[src/rtl/rca_serial_adder_if.sv]
//------------------------------------------------------------------------------
// rca_serial_adder_if
//
// Handshake bundle for the bit-serial ripple-carry adder. The operand side
// (in_valid/in_ready, a, b, cin) and the result side (out_valid/out_ready,
// sum, cout, overflow, busy) travel together so the adder and its neighbours
// connect with a single port.
//
// Modports
//   master : the environment around the adder. It drives the operands and
//            out_ready, and observes the result and status.
//   slave  : the adder itself. It consumes the operands and drives the
//            result and status.
//
// Signals
//   in_valid   operand pair valid
//   in_ready   adder can accept an operand pair
//   a, b       operands, WIDTH bits, unsigned or two's complement
//   cin        carry-in
//   out_valid  result valid
//   out_ready  downstream accepts the result
//   sum        a + b + cin modulo 2^WIDTH
//   cout       carry out of the MSB
//   overflow   signed overflow
//   busy       an operation is in flight or waiting to be taken
//------------------------------------------------------------------------------
interface rca_serial_adder_if #(
  parameter int WIDTH = 4
);

  logic             in_valid;
  logic             in_ready;
  logic [WIDTH-1:0] a;
  logic [WIDTH-1:0] b;
  logic             cin;
  logic             out_valid;
  logic             out_ready;
  logic [WIDTH-1:0] sum;
  logic             cout;
  logic             overflow;
  logic             busy;

  modport master (
    output in_valid,
    output a,
    output b,
    output cin,
    output out_ready,
    input  in_ready,
    input  out_valid,
    input  sum,
    input  cout,
    input  overflow,
    input  busy
  );

  modport slave (
    input  in_valid,
    input  a,
    input  b,
    input  cin,
    input  out_ready,
    output in_ready,
    output out_valid,
    output sum,
    output cout,
    output overflow,
    output busy
  );

endinterface : rca_serial_adder_if

[src/rtl/rca_serial_adder.sv]
//------------------------------------------------------------------------------
// rca_serial_adder
//
// Bit-serial ripple-carry adder. It captures an operand pair and carry-in
// through a valid/ready handshake and then resolves one full-adder bit per
// clock, LSB first. The finished sum, carry-out and signed overflow are held
// in registers and offered downstream through a second valid/ready handshake.
//
// Parameters
//   WIDTH      operand and sum width in bits (>= 2)
//
// Ports
//   clk        single clock, every state update on the rising edge
//   rst        synchronous, active-high reset
//   bus        rca_serial_adder_if.slave
//                in_valid/in_ready, a, b, cin    operand handshake
//                out_valid/out_ready             result handshake
//                sum, cout, overflow             registered result
//                busy                            high in RUN or DONE
//
// Timing
//   Operands accepted at edge k. Bits 0..WIDTH-1 are resolved at edges
//   k+1..k+WIDTH, so out_valid is high after edge k+WIDTH. The result is
//   taken at the first edge with out_ready high, and the block is back in
//   IDLE after that edge; it never re-accepts in the same cycle, which gives
//   a minimum issue interval of WIDTH+2 cycles.
//------------------------------------------------------------------------------
module rca_serial_adder #(
  parameter int WIDTH = 4
) (
  input  logic               clk,
  input  logic               rst,
  rca_serial_adder_if.slave  bus
);

  localparam int IDX_W = (WIDTH > 2) ? $clog2(WIDTH) : 1;
  localparam logic [IDX_W-1:0] IDX_LAST = IDX_W'(WIDTH - 1);
  localparam logic [IDX_W-1:0] IDX_ONE  = IDX_W'(1);

  typedef enum logic [1:0] {
    IDLE = 2'd0,
    RUN  = 2'd1,
    DONE = 2'd2
  } state_t;

  // One full-adder cell built from generate/propagate terms.
  // Returns {carry_out, sum_bit}.
  function automatic logic [1:0] full_add(input logic a_bit,
                                          input logic b_bit,
                                          input logic c_bit);
    logic gen;
    logic prop;
    gen  = a_bit & b_bit;
    prop = a_bit ^ b_bit;
    return {gen | (c_bit & prop), prop ^ c_bit};
  endfunction

  // Control state
  state_t           state_q;
  logic [IDX_W-1:0] idx_q;
  logic             in_ready_q;
  logic             out_valid_q;
  logic             busy_q;

  // Datapath state
  logic [WIDTH-1:0] a_q;
  logic [WIDTH-1:0] b_q;
  logic             c_q;
  logic [WIDTH-1:0] sum_q;
  logic             cout_q;
  logic             ovf_q;

  // Current bit slice and its full-adder result
  logic             a_bit_d;
  logic             b_bit_d;
  logic [1:0]       fa_d;
  logic             sum_bit_d;
  logic             carry_d;

  always_comb begin
    a_bit_d   = a_q[idx_q];
    b_bit_d   = b_q[idx_q];
    fa_d      = full_add(a_bit_d, b_bit_d, c_q);
    sum_bit_d = fa_d[0];
    carry_d   = fa_d[1];
  end

  always_ff @(posedge clk) begin
    if (rst) begin
      state_q     <= IDLE;
      idx_q       <= '0;
      in_ready_q  <= 1'b1;
      out_valid_q <= 1'b0;
      busy_q      <= 1'b0;
      a_q         <= '0;
      b_q         <= '0;
      c_q         <= 1'b0;
      sum_q       <= '0;
      cout_q      <= 1'b0;
      ovf_q       <= 1'b0;
    end else begin
      case (state_q)
        // Wait for an operand pair. The running carry register starts as cin.
        IDLE: begin
          if (bus.in_valid) begin
            a_q        <= bus.a;
            b_q        <= bus.b;
            c_q        <= bus.cin;
            sum_q      <= '0;
            cout_q     <= 1'b0;
            ovf_q      <= 1'b0;
            idx_q      <= '0;
            in_ready_q <= 1'b0;
            busy_q     <= 1'b1;
            state_q    <= RUN;
          end
        end

        // Resolve one bit per cycle. Bits not yet reached stay 0 in sum_q.
        RUN: begin
          sum_q[idx_q] <= sum_bit_d;
          c_q          <= carry_d;
          if (idx_q == IDX_LAST) begin
            // c_q is the carry into the MSB here; carry_d is the carry out.
            cout_q      <= carry_d;
            ovf_q       <= c_q ^ carry_d;
            out_valid_q <= 1'b1;
            idx_q       <= '0;
            state_q     <= DONE;
          end else begin
            idx_q <= idx_q + IDX_ONE;
          end
        end

        // Hold the result until it is taken. in_ready only rises after the
        // handshake edge, so a new operand can never be taken in this cycle.
        DONE: begin
          if (bus.out_ready) begin
            out_valid_q <= 1'b0;
            busy_q      <= 1'b0;
            in_ready_q  <= 1'b1;
            state_q     <= IDLE;
          end
        end

        default: begin
          idx_q       <= '0;
          out_valid_q <= 1'b0;
          busy_q      <= 1'b0;
          in_ready_q  <= 1'b1;
          state_q     <= IDLE;
        end
      endcase
    end
  end

  assign bus.in_ready  = in_ready_q;
  assign bus.out_valid = out_valid_q;
  assign bus.busy      = busy_q;
  assign bus.sum       = sum_q;
  assign bus.cout      = cout_q;
  assign bus.overflow  = ovf_q;

endmodule : rca_serial_adder

[src/flat_wrapper.sv]
// flat-port wrapper written by rule: the top's interface ports become plain ports
module rca_serial_adder_flat 
#(
  parameter int WIDTH = 4
)
  (clk, rst, bus_in_valid, bus_a, bus_b, bus_cin, bus_out_ready, bus_in_ready, bus_out_valid, bus_sum, bus_cout, bus_overflow, bus_busy);
  rca_serial_adder_if #(.WIDTH(WIDTH)) bus_i ();
  input  logic clk;
  input  logic rst;
  input wire logic [$bits(bus_i.in_valid)-1:0] bus_in_valid;
  input wire logic [$bits(bus_i.a)-1:0] bus_a;
  input wire logic [$bits(bus_i.b)-1:0] bus_b;
  input wire logic [$bits(bus_i.cin)-1:0] bus_cin;
  input wire logic [$bits(bus_i.out_ready)-1:0] bus_out_ready;
  output wire logic [$bits(bus_i.in_ready)-1:0] bus_in_ready;
  output wire logic [$bits(bus_i.out_valid)-1:0] bus_out_valid;
  output wire logic [$bits(bus_i.sum)-1:0] bus_sum;
  output wire logic [$bits(bus_i.cout)-1:0] bus_cout;
  output wire logic [$bits(bus_i.overflow)-1:0] bus_overflow;
  output wire logic [$bits(bus_i.busy)-1:0] bus_busy;
  assign bus_i.in_valid = bus_in_valid;
  assign bus_i.a = bus_a;
  assign bus_i.b = bus_b;
  assign bus_i.cin = bus_cin;
  assign bus_i.out_ready = bus_out_ready;
  assign bus_in_ready = bus_i.in_ready;
  assign bus_out_valid = bus_i.out_valid;
  assign bus_sum = bus_i.sum;
  assign bus_cout = bus_i.cout;
  assign bus_overflow = bus_i.overflow;
  assign bus_busy = bus_i.busy;
  rca_serial_adder #(.WIDTH(WIDTH)) u_core (.clk(clk), .rst(rst), .bus(bus_i));
endmodule
[config.mk]
export PLATFORM = sky130hd
export DESIGN_NAME = rca_serial_adder_flat
export DESIGN_NICKNAME = d
export VERILOG_FILES = /design/src/rtl/rca_serial_adder_if.sv /design/src/rtl/rca_serial_adder.sv /design/src/flat_wrapper.sv
export SDC_FILE = /design/constraint.sdc
export NUM_CORES = 1
export LEC_CHECK = 0
export BUFFER_PORTS_ARGS = -buffer_cell sky130_fd_sc_hd__buf_4
export CORE_MARGIN = 8
export CORE_UTILIZATION = 47
export DETAILED_ROUTE_END_ITERATION = 8
export GPL_ROUTABILITY_DRIVEN = 0
export PLACE_DENSITY = 0.73
export RECOVER_POWER = 25
export SKIP_LAST_GASP = 1
export SLEW_MARGIN = 20
export SYNTH_ARGS = -nofsm -noshare
export SYNTH_HDL_FRONTEND = slang
export SYNTH_SLANG_ARGS = --single-unit
[constraint.sdc]
create_clock -name clk -period 1.7 [get_ports clk]
set_input_delay 0.085 -clock clk [delete_from_list [all_inputs] [get_ports clk]]
set_output_delay 0.085 -clock clk [all_outputs]
set_load 0.1 [all_outputs]
# After elaboration in Yosys (flattened, before gate mapping)
# Cells that the tools add are included.
totals:
  reg_bits: 22
  input_bits: 13
  out_inout_bits: 9
op_classes:
  add_sub_neg: 1
  magnitude_cmp: 2
  n_eq_ne: 6
  n_mux: 30
  bitwise_logic: 9
  n_reduce_logical: 10
ops:
  columns: ["operator", "n"]
  rows:
  - ["one-hot mux 2 bit (3 select lines)", 2]
  - ["AND reduction 3 bit", 4]
  - ["two-way mux 1 bit", 11]
  - ["two-way mux 2 bit", 5]
  - ["one-hot mux 1 bit (3 select lines)", 3]
  - ["one-hot mux 4 bit (2 select lines)", 1]
  - ["one-hot mux 1 bit (2 select lines)", 3]
  - ["AND reduction 2 bit", 3]
  - ["binary-select mux 1 bit (select 2 bit)", 2]
  - ["bitwise mux 4 bit", 1]
  - ["equality test 2 bit, second input constant", 2]
  - ["two-way mux 4 bit", 1]
  - ["inequality test 2 bit, second input constant", 2]
  - ["less-than comparator 2 x 3 -> 1 bit, second input constant", 1]
  - ["inverter 1 bit", 3]
  - ["bitwise XOR 1 bit", 3]
  - ["adder 2 x 1 -> 2 bit, second input constant", 1]
  - ["bitwise AND 1 bit", 2]
  - ["demux 1 bit (select 2 bit)", 1]
  - ["equality test 2 x 1 -> 1 bit, second input constant", 1]
  - [">= comparator 2 x 1 -> 1 bit, second input constant", 1]
  - ["zero test 2 bit", 1]
  - ["inequality test 2 x 1 -> 1 bit, second input constant", 1]
  - ["nonzero test 2 bit", 1]
  - ["2 further kinds", 2]

# Longest topological paths before layout
depth:
  ltp_word: 8
  depth_mapped: 5

# Worst setup path after synthesis
# Ideal clock, no wire load.
synth_timing:
  path_kind: "register to register"
  from: "register u_core.idx_q[0]"
  to: "register u_core.ovf_q, in the netlist u_core.bus.overflow"
  setup_ns: 0.070
  arrival_ns: 1.804
  path_slack_ns: -0.175
  stages_incl_launch_ff: 6
  path_buffers: 0
  path_cell_list: "dfxtp_1 -> mux4_2 -> fa_1 -> xor2_1 -> nand3_1 -> a21oi_1"
synth_between:
  elab_chain_cells: 8
  elab_cells_between_ends: 14
  classes_between: "2 x eq/ne; 6 x mux; 5 x bitwise; 1 x reduce/logical"
synth_lines:
  columns: ["item", "line_no", "text"]
  rows:
  - ["start, declared", "rca_serial_adder.sv:60", "logic [IDX_W-1:0] idx_q;"]
  - ["start signal, assigned", "rca_serial_adder.sv:131", "idx_q <= idx_q + IDX_ONE;"]
  - ["binary-select mux 1 bit (select 2 bit), on equally long branches", "rca_serial_adder.sv:81, rca_serial_adder.sv:82", null]
  - ["two-way mux 1 bit, on equally long branches", "rca_serial_adder.sv:81, rca_serial_adder.sv:82", null]
  - ["bitwise XOR 1 bit", "rca_serial_adder.sv:54", "prop = a_bit ^ b_bit;"]
  - ["bitwise AND 1 bit", "rca_serial_adder.sv:55", "return {gen | (c_bit & prop), prop ^ c_bit};"]
  - ["bitwise OR 1 bit", "rca_serial_adder.sv:55", null]
  - ["bitwise XOR 1 bit", "rca_serial_adder.sv:126", "ovf_q <= c_q ^ carry_d;"]
  - ["two-way mux 1 bit", "rca_serial_adder.sv:123", "if (idx_q == IDX_LAST) begin"]
  - ["one-hot mux 1 bit (2 select lines)", "rca_serial_adder.sv:102", "case (state_q)"]
  - ["end signal, assigned", "rca_serial_adder.sv:126", null]
  - ["end, declared", "rca_serial_adder.sv:71", "logic ovf_q;"]
# Several ways; a longest one is shown, not always the timed one. The select of a mux whose other input is x is not followed.
# A chain may end at the register's enable or synchronous reset.

# Final worst setup path
layout_timing:
  from: "register u_core.idx_q[0]"
  to: "register u_core.sum_q[2], in the netlist u_core.bus.sum[2]"
layout_between:
  elab_chain_cells: 6
  elab_cells_between_ends: 13
  classes_between: "2 x order compare; 8 x mux; 2 x bitwise; 1 x reduce/logical"
layout_lines:
  columns: ["item", "line_no", "text"]
  rows:
  - ["less-than comparator 2 x 3 -> 1 bit (implied by the code) (tied with other cells)", "rca_serial_adder.sv:121", "sum_q[idx_q] <= sum_bit_d;"]
  - ["logical AND 1 bit (implied by the code) (tied with other cells)", "rca_serial_adder.sv:121", null]
  - ["two-way mux 1 bit (implied by the code) or bitwise XOR 1 bit (tied branches)", "rca_serial_adder.sv:121, rca_serial_adder.sv:54", null]
  - ["demux 1 bit (select 2 bit) or bitwise XOR 1 bit (tied branches)", null, null]
  - ["bitwise mux 4 bit (*)", "rca_serial_adder.sv:121", null]
  - ["one-hot mux 4 bit (2 select lines) (*)", "rca_serial_adder.sv:102", null]
  - ["end signal, assigned by index", "rca_serial_adder.sv:121", null]
  - ["end, declared", "rca_serial_adder.sv:69", "logic [WIDTH-1:0] sum_q;"]
# Every way passes the cells marked *; elsewhere a longest branch is shown, timed or not. The select of a mux whose other input is x is not followed.

==> results.sh <==
export IMPL_final_nets=159
export IMPL_netlist_cell_type_count=28
export IMPL_wl_um=2261
export IMPL_synth_ff_type="dfxtp_1"
export IMPL_die_w_um=62.52
export IMPL_dp_cells=161
export IMPL_cts_buffers=3
export IMPL_period_needed_ns=1.866
export IMPL_worstHoldStart="bus_out_ready"
export IMPL_ys_seq_area_frac=0.4330
export IMPL_met2_usage=0.1992
export IMPL_setup_violations_final=6
export IMPL_maxCapViolCount=0
export IMPL_worstReg2RegStart="u_core.idx_q[0]$_SDFFE_PP0P_"
export IMPL_core_area_sq_mm=0.002127
export IMPL_grt_met3_usage=0.03047
export IMPL_synth_common_cells="dfxtp_1, a21oi_1, nand2_1"
export IMPL_fmax_mhz=536.0
export IMPL_pwr_share_comb=0.216
export IMPL_cts_root_buf="clkbuf_4"
export IMPL_cts_tree="done"
export IMPL_synthCells=114
export IMPL_pin_count=22
export IMPL_grt_max_degree=23
export IMPL_slew_headroom=0.6395
export IMPL_die_height_um=62.52
export IMPL_min_path_cells=3
export IMPL_finClkSkew_ns=0.01593
export IMPL_ys_seq_elements=22
export IMPL_worstPathRequired_ns=1.94
export IMPL_status="finished, violations left"
export IMPL_grt_pass1_vias=877
export IMPL_cts_setup_buffers=0
export IMPL_detail_route_wl_per_cell_um=13.46
export IMPL_track_usage=0.1139
export IMPL_critPathMaxFanout=4
export IMPL_syn_area_sq_mm=0.001017
export IMPL_syn_to_final_growth_pct=25.83
export IMPL_violations="setup timing"
export IMPL_worst_skew_pair_late_latency_ns=0.32
export IMPL_r2r_setup_slack_ns=-0.17
export IMPL_arrival_ns=2.10
export IMPL_layout_setup_ws_ns=-0.1658
export IMPL_swShare=0.2976
export IMPL_cp_start_kind="register"
export IMPL_clock_sinks=22
export IMPL_p_leak_nw=0.5140
export IMPL_postRouteAntennaNets=0
export IMPL_power_mw=1.021
export IMPL_start_util=0.4782
export IMPL_reg2reg_depth=4
export IMPL_fin_crit_sh=1.098
export IMPL_yosys_warnings=0
export IMPL_power_share_sequential=0.545
export IMPL_synth_area_leaders="dfxtp_1, a21oi_1, nand2_1"
export IMPL_regToRegEndpoint="u_core.bus.sum[2]$_SDFFE_PP0P_"
export IMPL_cts_max_level=1
export IMPL_instances_no_fill=168
export IMPL_num_vias=891
export IMPL_yosysMostFrequentCell="dfxtp_1"
export IMPL_async_reset_ff_frac=0
export IMPL_hold_viol_final=0
export IMPL_syn_avg_cell_area_sq_um=8.923
export IMPL_hold_path_class="input port to register"
export IMPL_p_int_uw=717.1
export IMPL_placementRows=17
export IMPL_synth_top_area_frac=0.4330
export IMPL_crit_path_end_kind="register"
export IMPL_synth_edf_count=0
export IMPL_antenna_found_initial=0
export IMPL_via_per_inst=5.304
export IMPL_switchingPower_uw=303.8
export IMPL_drc=0
export IMPL_rsz0062_at_grt="yes"
export IMPL_fp_dieArea_sq_mm=0.003909
export IMPL_cp_startpoint="u_core.idx_q[0]$_SDFFE_PP0P_"
export IMPL_power_share_clock=0.239
export IMPL_crit_end="u_core.bus.sum[2]$_SDFFE_PP0P_"
export IMPL_grt_busiest_layer="met2"
export IMPL_syn_nets=132
export IMPL_critPathKind="register to register"
export IMPL_fillerInstances=206
export IMPL_first_pass_iters=4
export IMPL_grt_pass1_wl_um=3670
export IMPL_powerDensity_mw_per_mm2=797.6
export IMPL_drive_above_1_share=0.2929
export IMPL_hpwl_um=1633
export IMPL_yosysTopAreaCell="dfxtp_1"
export IMPL_n_antenna_cell=0
export IMPL_io_buffers=21
export IMPL_clk_pin_slew_worst_paths_ns=0.12
export IMPL_place_ws_ns=-0.07809
export IMPL_slew_violations=0
export IMPL_overflow=0
export IMPL_ir_worst_vdd_mv=0.4261
export IMPL_grt_util_met1=0.1189
export IMPL_initialDrtViolationCount=21
export IMPL_clockBufferDepth=2
export IMPL_worst_pin_slew_ns=0.5430
## layer usage
layer,vias to the layer above,part of all wire,routed length (um)
li1,446,-,-
met1,423,0.40,915
met2,17,0.54,1212
met3,5,0.034,77
met4,0,0.025,56
met5,-,0,0
## state kept, by name, indices dropped and copies added, names as in the netlist
name                  flops
u_core.a_q                4
u_core.bus.out_valid      1
u_core.bus.cout           1
u_core.idx_q              2
u_core.state_q            2
u_core.bus.in_ready       1
u_core.bus.busy           1
u_core.c_q                1
u_core.bus.sum            4
u_core.bus.overflow       1
u_core.b_q                4
## per-stage QoR
| step | hold WS [ns] | setup TNS [ns] | instance area [sq um] | utilization |
|---|---|---|---|---|
| 5_1_grt | 0.01087 | -0.9716 | 1280 | 0.6018 |
| 4_1_cts | 0.002290 | -0.4894 | 1272 | 0.5982 |
| 3_3_place_gp | 0.3285 | -0.1517 | 1216 | 0.5718 |
| 6_report | 0.01191 | -0.6083 | 1280 | 0.6018 |
| 2_1_floorplan | 0.1608 | -0.1602 | 1023 | - |
| 3_5_place_dp | 0.3434 | -0.3189 | 1216 | 0.5718 |
## placed cells by master, fill, tap and decap left out
cell           count
nor3_1             1
a21oi_1           17
nor2_1             5
o21bai_1           1
nand2_1           18
inv_1              4
mux4_2             2
clkbuf_2           6
a32oi_1            2
clkbuf_4           3
buf_4             20
nand3b_2           1
nand3_2            3
nand3_1            9
a21o_1             1
nor3b_4            1
nor2b_1            1
a22oi_2            1
dlygate4sd3_1      3
nand2b_1           2
dfxtp_4            1
nand3b_1           4
clkbuf_1           1
fa_2               1
dfxtp_1           21
o21ai_0            1
a21oi_2            2
a2bb2oi_1          1
or3b_1             1
nor3b_1            1
ha_1               4
xor2_1             1
## worst min path at each step
stage	end	slack, ns
after CTS	u_core.a_q[3]$_SDFFE_PP0P_	0.002
after detailed placement	u_core.a_q[3]$_SDFFE_PP0P_	0.34
after floorplan	u_core.state_q[0]$_SDFFE_PP0P_	0.16
after global routing	u_core.b_q[2]$_SDFFE_PP0P_	0.01
final	u_core.bus.in_ready$_SDFFE_PP1P_	0.01
after global placement	u_core.bus.in_ready$_SDFFE_PP1P_	0.33
## power groups by stage
stage                     clock network, mW  logic, mW  registers, mW
after floorplan                           0      0.103          0.613
after global placement                    0      0.203          0.566
after detailed placement                  0      0.208          0.568
after CTS                             0.257      0.213          0.556
after global routing                  0.282      0.240          0.560
final                                 0.244      0.221          0.556
## cell type report
cell class / count / area, sq um / area share
Clock buffer: 4 / 26.28 / 0.02053
Inverter: 4 / 15.01 / 0.01173
Multi-Input combinational cell: 81 / 549.3 / 0.4291
Sequential cell: 22 / 444.2 / 0.3470
Tap cell: 28 / 35.03 / 0.02737
Timing Repair Buffer: 29 / 210.2 / 0.1642
## critical path, stage by stage, from the launching register on
cell and delay (ns):
dfxtp_4 0.39, mux4_2 0.52, fa_2 0.64, nand3_1 0.10, a21oi_1 0.14
## cell families after synthesis
logic type | after synthesis | synth area share
xor+xnor | 1 | 0.008612
compound gates | 26 | 0.1464
buf+inv | 11 | 0.05165
mux | 2 | 0.04428
fa+ha+maj | 5 | 0.06888
flops | 22 | 0.4330
simple gates | 47 | 0.2472
## repair_timing
item / in CTS / in global routing
hold buffers: 3 / 0
setup endpoints to repair: 6 / 6
pin swaps: 1 / 4
endpoints found under the hold margin: 3 / 0
gates resized for setup: 0 / 5
No activity file was read; power rests on OpenSTA's default activity.
